--- config.mk ---
export PLATFORM = sky130hd
export DESIGN_NAME = float_copro_seq
export DESIGN_NICKNAME = d
export VERILOG_FILES = /design/src/rtl/float_copro_seq.sv
export SDC_FILE = /design/constraint.sdc
export NUM_CORES = 2
export LEC_CHECK = 0
export CORE_ASPECT_RATIO = 1.75
export CORE_MARGIN = 1.5
export CORE_UTILIZATION = 55
export CTS_BUF_LIST = sky130_fd_sc_hd__clkbuf_16
export CTS_CLUSTER_SIZE = 10
export DETAILED_ROUTE_END_ITERATION = 8
export PLACE_DENSITY_LB_ADDON = 0.1
export RECOVER_POWER = 25
export SKIP_LAST_GASP = 1
export SYNTH_ARGS = -nofsm -noshare
export SYNTH_HDL_FRONTEND = slang
export SYNTH_SLANG_ARGS = --single-unit
--- constraint.sdc ---
create_clock -name clk_i -period 24 [get_ports clk_i]
set_clock_uncertainty 0.05 [all_clocks]
set_input_delay 4.8 -clock clk_i [delete_from_list [all_inputs] [get_ports clk_i]]
set_output_delay 4.8 -clock clk_i [all_outputs]
set_load 0.01 [all_outputs]
--- src/rtl/float_copro_seq.sv ---
// LM32 float coprocessor: the float_pack arithmetic package plus the sequencing/execution stage.
// Add/sub/mul come from package functions, pipelined to a fixed latency; divide is a serial restoring divider.
package float_pack;
    localparam int N_exposant = 8;
    localparam int N_mantisse = 23;
    localparam int W          = 1 + N_exposant + N_mantisse;

    typedef struct packed {
        logic                  signe;
        logic [N_exposant-1:0] exposant;
        logic [N_mantisse-1:0] mantisse;
    } float;

    localparam logic signed [N_exposant+1:0] E_ZERO = '0;
    localparam logic signed [N_exposant+1:0] E_ONE  = (N_exposant+2)'(1);
    localparam logic signed [N_exposant+1:0] E_BIAS = (N_exposant+2)'(2**(N_exposant-1)-1);
    localparam logic signed [N_exposant+1:0] E_SAT  = (N_exposant+2)'(2**N_exposant-2);

    // Final range check shared by all operators: underflow flushes to zero, overflow saturates.
    function automatic float float_pack_res(input logic s, input logic signed [N_exposant+1:0] e,
                                            input logic [N_mantisse-1:0] m);
        float r;
        r.signe = s;
        if (e <= E_ZERO) begin
            r.exposant = '0;
            r.mantisse = '0;
        end else if (e > E_SAT) begin
            r.exposant = E_SAT[N_exposant-1:0];
            r.mantisse = '1;
        end else begin
            r.exposant = e[N_exposant-1:0];
            r.mantisse = m;
        end
        return r;
    endfunction

    function automatic float float_mul(input float a, input float b);
        logic [2*N_mantisse+1:0]   p;
        logic signed [N_exposant+1:0] e;
        logic [N_mantisse-1:0]     m;
        float                      r;
        p = {1'b1, a.mantisse} * {1'b1, b.mantisse};
        e = $signed({2'b00, a.exposant}) + $signed({2'b00, b.exposant}) - E_BIAS;
        if (p[2*N_mantisse+1]) begin
            m = p[2*N_mantisse:N_mantisse+1];
            e = e + E_ONE;
        end else begin
            m = p[2*N_mantisse-1:N_mantisse];
        end
        if (a.exposant == '0 || b.exposant == '0) begin
            r = float_pack_res(a.signe ^ b.signe, E_ZERO, '0);
        end else begin
            r = float_pack_res(a.signe ^ b.signe, e, m);
        end
        return r;
    endfunction

    // Magnitude-ordered add with truncating alignment; exponent 0 is treated as zero.
    function automatic float float_add(input float a, input float b);
        float                         x;
        float                         y;
        float                         r;
        logic [N_exposant-1:0]        d;
        logic [N_mantisse+1:0]        mx;
        logic [N_mantisse+1:0]        my;
        logic [N_mantisse+1:0]        sum;
        logic signed [N_exposant+1:0] e;
        logic [N_mantisse-1:0]        m;
        if ({a.exposant, a.mantisse} >= {b.exposant, b.mantisse}) begin
            x = a;
            y = b;
        end else begin
            x = b;
            y = a;
        end
        d  = x.exposant - y.exposant;
        mx = {2'b01, x.mantisse};
        my = {2'b01, y.mantisse} >> d;
        e  = $signed({2'b00, x.exposant});
        if (x.signe == y.signe) begin
            sum = mx + my;
            if (sum[N_mantisse+1]) begin
                m = sum[N_mantisse:1];
                e = e + E_ONE;
            end else begin
                m = sum[N_mantisse-1:0];
            end
        end else begin
            sum = mx - my;
            for (int i = 0; i < N_mantisse + 1; i++) begin
                if (!sum[N_mantisse] && sum != '0) begin
                    sum = sum << 1;
                    e   = e - E_ONE;
                end
            end
            m = sum[N_mantisse-1:0];
            if (sum == '0) begin
                e = E_ZERO;
            end
        end
        if (a.exposant == '0) begin
            r = b;
        end else if (b.exposant == '0) begin
            r = a;
        end else begin
            r = float_pack_res(x.signe, e, m);
        end
        return r;
    endfunction

    function automatic float float_sub(input float a, input float b);
        float nb;
        nb       = b;
        nb.signe = ~b.signe;
        return float_add(a, nb);
    endfunction
endpackage

module float_copro_seq
    import float_pack::*;
#(
    parameter int LAT_AS  = 2,
    parameter int LAT_MUL = 2
) (
    input  logic                    clk_i,
    input  logic                    rst_i,
    input  logic                    start_i,
    input  logic [1:0]              op_i,
    input  logic [float_pack::W-1:0] a_i,
    input  logic [float_pack::W-1:0] b_i,
    output logic                    busy_o,
    output logic                    done_o,
    output logic [float_pack::W-1:0] result_o
);
    localparam int W  = 1 + N_exposant + N_mantisse;
    localparam int CW = 16;
    localparam int NM = N_mantisse;
    localparam logic [1:0] OP_ADD = 2'd0;
    localparam logic [1:0] OP_SUB = 2'd1;
    localparam logic [1:0] OP_MUL = 2'd2;
    localparam logic [1:0] OP_DIV = 2'd3;

    typedef enum logic [2:0] {S_IDLE, S_EXEC, S_DIV, S_DNORM, S_DONE} state_t;

    state_t                      state_q, state_d;
    logic [1:0]                  op_q, op_d;
    float                        a_q, a_d, b_q, b_d;
    float                        exec_res_q, exec_res_d, result_q, result_d;
    logic                        stage_q, stage_d;
    logic [CW-1:0]               cnt_q, cnt_d;
    logic [NM+2:0]               rem_q, rem_d;
    logic [NM+1:0]               quo_q, quo_d;
    logic                        dsign_q, dsign_d, dzero_q, dzero_d, dsat_q, dsat_d;
    logic signed [N_exposant+1:0] dexp_q, dexp_d;

    float                        a_in_s, b_in_s, exec_val_s, div_res_s;
    logic [NM+2:0]               divisor_s, rem_sub_s;
    logic [NM-1:0]               norm_m_s;
    logic signed [N_exposant+1:0] norm_e_s;

    assign a_in_s = a_i;
    assign b_in_s = b_i;

    // State register
    always_ff @(posedge clk_i) begin
        if (rst_i) begin
            state_q <= S_IDLE;
        end else begin
            state_q <= state_d;
        end
    end

    // Next-state logic
    always_comb begin
        state_d = state_q;
        case (state_q)
            S_IDLE:  if (start_i) state_d = (op_i == OP_DIV) ? S_DIV : S_EXEC;
                     else state_d = S_IDLE;
            S_EXEC:  if (stage_q && cnt_q == '0) state_d = S_DONE;
                     else state_d = S_EXEC;
            S_DIV:   if (cnt_q == '0) state_d = S_DNORM;
                     else state_d = S_DIV;
            S_DNORM: state_d = S_DONE;
            S_DONE:  state_d = S_IDLE;
            default: state_d = S_IDLE;
        endcase
    end

    // Outputs decoded from the state register
    always_comb begin
        busy_o   = (state_q != S_IDLE);
        done_o   = (state_q == S_DONE);
        result_o = result_q;
    end

    // Arithmetic evaluation, restoring-divide step and quotient normalisation
    always_comb begin
        case (op_q)
            OP_ADD:  exec_val_s = float_add(a_q, b_q);
            OP_SUB:  exec_val_s = float_sub(a_q, b_q);
            default: exec_val_s = float_mul(a_q, b_q);
        endcase
        divisor_s = {3'b001, b_q.mantisse};
        rem_sub_s = rem_q - divisor_s;
        if (quo_q[NM+1]) begin
            norm_m_s = quo_q[NM:1];
            norm_e_s = dexp_q;
        end else begin
            norm_m_s = quo_q[NM-1:0];
            norm_e_s = dexp_q - E_ONE;
        end
        if (dzero_q) begin
            div_res_s = float_pack_res(dsign_q, E_ZERO, '0);
        end else if (dsat_q) begin
            div_res_s = float_pack_res(dsign_q, E_SAT + E_ONE, '0);
        end else begin
            div_res_s = float_pack_res(dsign_q, norm_e_s, norm_m_s);
        end
    end

    // Datapath next-state
    always_comb begin
        op_d       = op_q;
        a_d        = a_q;
        b_d        = b_q;
        exec_res_d = exec_res_q;
        result_d   = result_q;
        stage_d    = stage_q;
        cnt_d      = cnt_q;
        rem_d      = rem_q;
        quo_d      = quo_q;
        dsign_d    = dsign_q;
        dexp_d     = dexp_q;
        dzero_d    = dzero_q;
        dsat_d     = dsat_q;
        case (state_q)
            S_IDLE: begin
                if (start_i) begin
                    op_d    = op_i;
                    a_d     = a_in_s;
                    b_d     = b_in_s;
                    stage_d = 1'b0;
                    case (op_i)
                        OP_DIV:  cnt_d = CW'(NM + 1);
                        OP_MUL:  cnt_d = CW'(LAT_MUL - 2);
                        default: cnt_d = CW'(LAT_AS - 2);
                    endcase
                    rem_d   = {3'b001, a_in_s.mantisse};
                    quo_d   = '0;
                    dsign_d = a_in_s.signe ^ b_in_s.signe;
                    dexp_d  = $signed({2'b00, a_in_s.exposant})
                            - $signed({2'b00, b_in_s.exposant}) + E_BIAS;
                    dzero_d = (a_in_s.exposant == '0);
                    dsat_d  = (a_in_s.exposant != '0) && (b_in_s.exposant == '0);
                end else begin
                    stage_d = 1'b0;
                end
            end
            S_EXEC: begin
                // First EXEC cycle captures the arithmetic result; the rest only delay it.
                if (!stage_q) begin
                    stage_d    = 1'b1;
                    exec_res_d = exec_val_s;
                end else if (cnt_q != '0) begin
                    cnt_d = cnt_q - CW'(1);
                end else begin
                    result_d = exec_res_q;
                end
            end
            S_DIV: begin
                if (rem_q >= divisor_s) begin
                    quo_d = {quo_q[NM:0], 1'b1};
                    rem_d = {rem_sub_s[NM+1:0], 1'b0};
                end else begin
                    quo_d = {quo_q[NM:0], 1'b0};
                    rem_d = {rem_q[NM+1:0], 1'b0};
                end
                if (cnt_q != '0) begin
                    cnt_d = cnt_q - CW'(1);
                end else begin
                    cnt_d = cnt_q;
                end
            end
            S_DNORM: result_d = div_res_s;
            S_DONE:  stage_d = 1'b0;
            default: stage_d = 1'b0;
        endcase
    end

    // Datapath registers
    always_ff @(posedge clk_i) begin
        if (rst_i) begin
            op_q       <= 2'd0;
            a_q        <= '0;
            b_q        <= '0;
            exec_res_q <= '0;
            result_q   <= '0;
            stage_q    <= 1'b0;
            cnt_q      <= '0;
            rem_q      <= '0;
            quo_q      <= '0;
            dsign_q    <= 1'b0;
            dexp_q     <= '0;
            dzero_q    <= 1'b0;
            dsat_q     <= 1'b0;
        end else begin
            op_q       <= op_d;
            a_q        <= a_d;
            b_q        <= b_d;
            exec_res_q <= exec_res_d;
            result_q   <= result_d;
            stage_q    <= stage_d;
            cnt_q      <= cnt_d;
            rem_q      <= rem_d;
            quo_q      <= quo_d;
            dsign_q    <= dsign_d;
            dexp_q     <= dexp_d;
            dzero_q    <= dzero_d;
            dsat_q     <= dsat_d;
        end
    end
endmodule

==> out/qor.csv <==
stage,metric,value,unit
timing,fin_crit,23.03,ns
flow_run,drv_cap,3,
floorplan,fp.dieW,229,um
clocking,clk-insertion-delay-late,0.60,ns
floorplan,die_y,398,um
timing,worst_pin_slew,3.99,ns
yosys,ys_async_sr_fraction,0,
worst_setup_path,cp-end-kind,flop,
clocking,htreeDepth,1,
yosys,synth_cell_types,138,
timing,setup_viol_count_final,0,
yosys,synth-main-ff-cell,dfxtp_1,
outcome,status,"finished, violations left",
clocking,clkSlewWorstSetupHoldPaths,0.07,ns
worst_setup_path,crit_buf_inv,5,
drt,ant_nets,0,
drt,routed_via_density,6.51,
drt,drc,0,
worst_setup_path,crit_type,reg -> reg,
clocking,hold_buffers,0,
clocking,numCtsBuffers,28,
timing,relSlewSlack,-1.66,
floorplan,start_util,0.556,
global_route,gr-total-overflow,0,
global_route,grt_pass1_wl,311,mm
worst_setup_path,cp_slowest_cell,or4_1,
final_layout,nets,7574,
yosys,synth.top_cell.area_share,0.199,
final_layout,fin_area,0.0537,mm^2
global_route,first_global_vias,52200,
yosys,synthCells,6622,
yosys,ys_seq_area_frac,0.0874,
global_route,antenna_found_initial,9,
floorplan,dieArea,0.0910,mm^2
yosys,synth_seq_cells,214,
floorplan,rows,144,
timing,final_max_slew_viol_count,141,
floorplan,io_pins,103,
drt,via_count,51100,
global_route,grt_util_all_layers,0.448,
hold_path,hp-class,reg -> reg,
final_layout,area_growth,9.49,%
clocking,cts.sinks,214,
yosys,syn_nets,7528,
final_layout,multi_input_area,0.0412,mm^2
drt,routedWlPerCell,26.2,um
final_layout,drive_above_1_share,0.0910,
final_layout,fill_cells,8372,
worst_setup_path,cp.arrival,23.38,ns
worst_setup_path,cp_max_fo,8,
yosys,yosys.area.top_type,fa_1,
placed_design,post_dp_cell_area,0.0522,mm^2
floorplan,core,0.0881,mm^2
clocking,clockBufferDepth,3,
global_route,grt_start_max_net_pins,88,
worst_setup_path,critPathLaunchType,flop,
placed_design,portBuffers,102,
drt,wl,206,mm
timing,fmax,0.0434,GHz
timing,hold_viol_final,0,
worst_setup_path,slowest_delay,0.55,ns
yosys,synthesis.area,0.0490,mm^2
yosys,avgSynthCellArea,7.40,um^2
placed_design,hpwl,161,mm
outcome,violations,"capacitance limit, slew limit",
timing,fin_crit_sh,0.960,
yosys,synthTopCellsByArea,"fa_1 20%, ha_1 9.0%, dfxtp_1 8.7%",
final_layout,seqCellArea,0.00429,mm^2
yosys,yosysWarnings,0,
clocking,cts_tree,built,
worst_setup_path,cp_top_family,adder cells,
worst_setup_path,required,24.35,ns
timing,whs,0.408,ns
clocking,clock-root-buffer,clkbuf_16,
drt,drt_pass1_iterations,8,
placed_design,place.gp.congestion,1.06,
worst_setup_path,crit_top_cell,ha_1,
drt,drt_iter0_markers,4204,
yosys,synth_edf_count,0,
final_layout,post-route-util,0.609,
==> worst register-to-register path, delay by kind of cell (launching register included) <==
family                     cells  cell delay, ns
buffers and inverters          5            0.70
DFF                            1            0.38
muxes                          8            2.18
adders and majority gates     24            7.30
and+or+nand+nor               40            6.03
AOI/OAI and AO/OA             29            6.24
==> worst paths after layout <==
path                  start             end  slack (ns)  depth (start not counted)
setup / recovery    b_q[25]  exec_res_q[24]        0.97                        106
hold / removal    quo_q[10]       quo_q[11]        0.41                          2
setup reg to reg    b_q[25]  exec_res_q[24]        0.97                        106
hold reg to reg   quo_q[10]       quo_q[11]        0.41                          2
==> area by class of cell <==
cell class / instances / area share
tap: 1168 / 0.0272
multi-input combinational: 5336 / 0.767
clock inverter: 17 / 0.00138
clock buffer: 29 / 0.0135
antenna: 7 / 0.000326
timing repair buffer: 411 / 0.0628
inverter: 677 / 0.0474
sequential: 214 / 0.0800
==> layer usage <==
| metal | part of all wire | GRT usage |
|---|---|---|
| met5 | 0 | 0 |
| met4 | 0.13 | 0.484 |
| met3 | 0.075 | 0.0974 |
| met2 | 0.48 | 0.776 |
| met1 | 0.31 | 0.422 |
==> flip-flops by register name (all words and copies together) (netlist names) <==
signal	count
cnt_q	16
rem_q	26
dsign_q	1
result_o	32
state_q	3
quo_q	25
dzero_q	1
dsat_q	1
op_q	2
b_q	32
a_q	32
stage_q	1
dexp_q	10
exec_res_q	32
==> Yosys cell counts, types with 15 or more instances <==
master / number
nand2_1: 988
a31oi_1: 45
o2111ai_1: 25
clkbuf_1: 329
mux2i_1: 112
nand2b_1: 49
a211o_1: 15
nor2b_1: 29
nor3_1: 156
a32oi_1: 25
a311oi_1: 29
fa_1: 486
or4_1: 25
o311ai_0: 34
o21bai_1: 27
xnor2_1: 185
a211oi_1: 60
inv_1: 673
o21ai_1: 43
a21oi_1: 471
o22ai_1: 44
a21o_1: 65
mux2_2: 26
o211ai_1: 66
nand4_1: 53
nor4_1: 60
and3_1: 54
o21ai_0: 226
o31ai_1: 24
nor2_1: 575
buf_1: 24
ha_1: 351
or2_2: 18
o221ai_1: 27
o21a_1: 37
dfxtp_1: 214
a22oi_1: 17
and2_1: 242
xor2_1: 82
or3_1: 44
buf_2: 30
nand3_1: 181
==> cells by family (layout without fill, tap and decap cells) <==
family / Yosys count / after routing / share of synthesized area
muxes: 146 / 146 / 0.0313
xor gates and xnor gates: 298 / 298 / 0.0592
buffers and inverters: 1072 / 1134 / 0.0840
and+or+nand+nor: 2578 / 2578 / 0.248
AOI/OAI and AO/OA: 1477 / 1477 / 0.202
DFF: 214 / 214 / 0.0874
other: 0 / 7 / 0
adders and majority gates: 837 / 837 / 0.288
==> placed cells by master, fill, tap and decap left out, types with 209 or more instances in the layout <==
| cell | count |
|---|---|
| nand2_1 | 983 |
| inv_1 | 678 |
| nor2_1 | 571 |
| fa_1 | 485 |
| a21oi_1 | 462 |
| ha_1 | 339 |
| buf_4 | 304 |
| and2_1 | 242 |
| o21ai_0 | 215 |
| dfxtp_1 | 209 |
==> timing repair <==
item / CTS / global route
gates resized for setup: 1 / 98
gates cloned: 0 / 1
setup buffers: 0 / 20
setup endpoints to repair: 3 / 31
pin swaps: 0 / 44
==> through the flow <==
step | setup TNS (ns) | worst slack, ns | std cells
6_report | 0 | 0.969 | 7859
5_1_grt | -2.32 | -0.205 | 7858
4_1_cts | 0 | 0.0993 | 7830
3_5_place_dp | 0 | 0.0207 | 7784
3_3_place_gp | 0 | 0.266 | 7784
2_1_floorplan | 0 | 0.897 | 6622
Power is not shown: default switching activity piles up to over one toggle a cycle in this logic, so the estimate is an artifact.
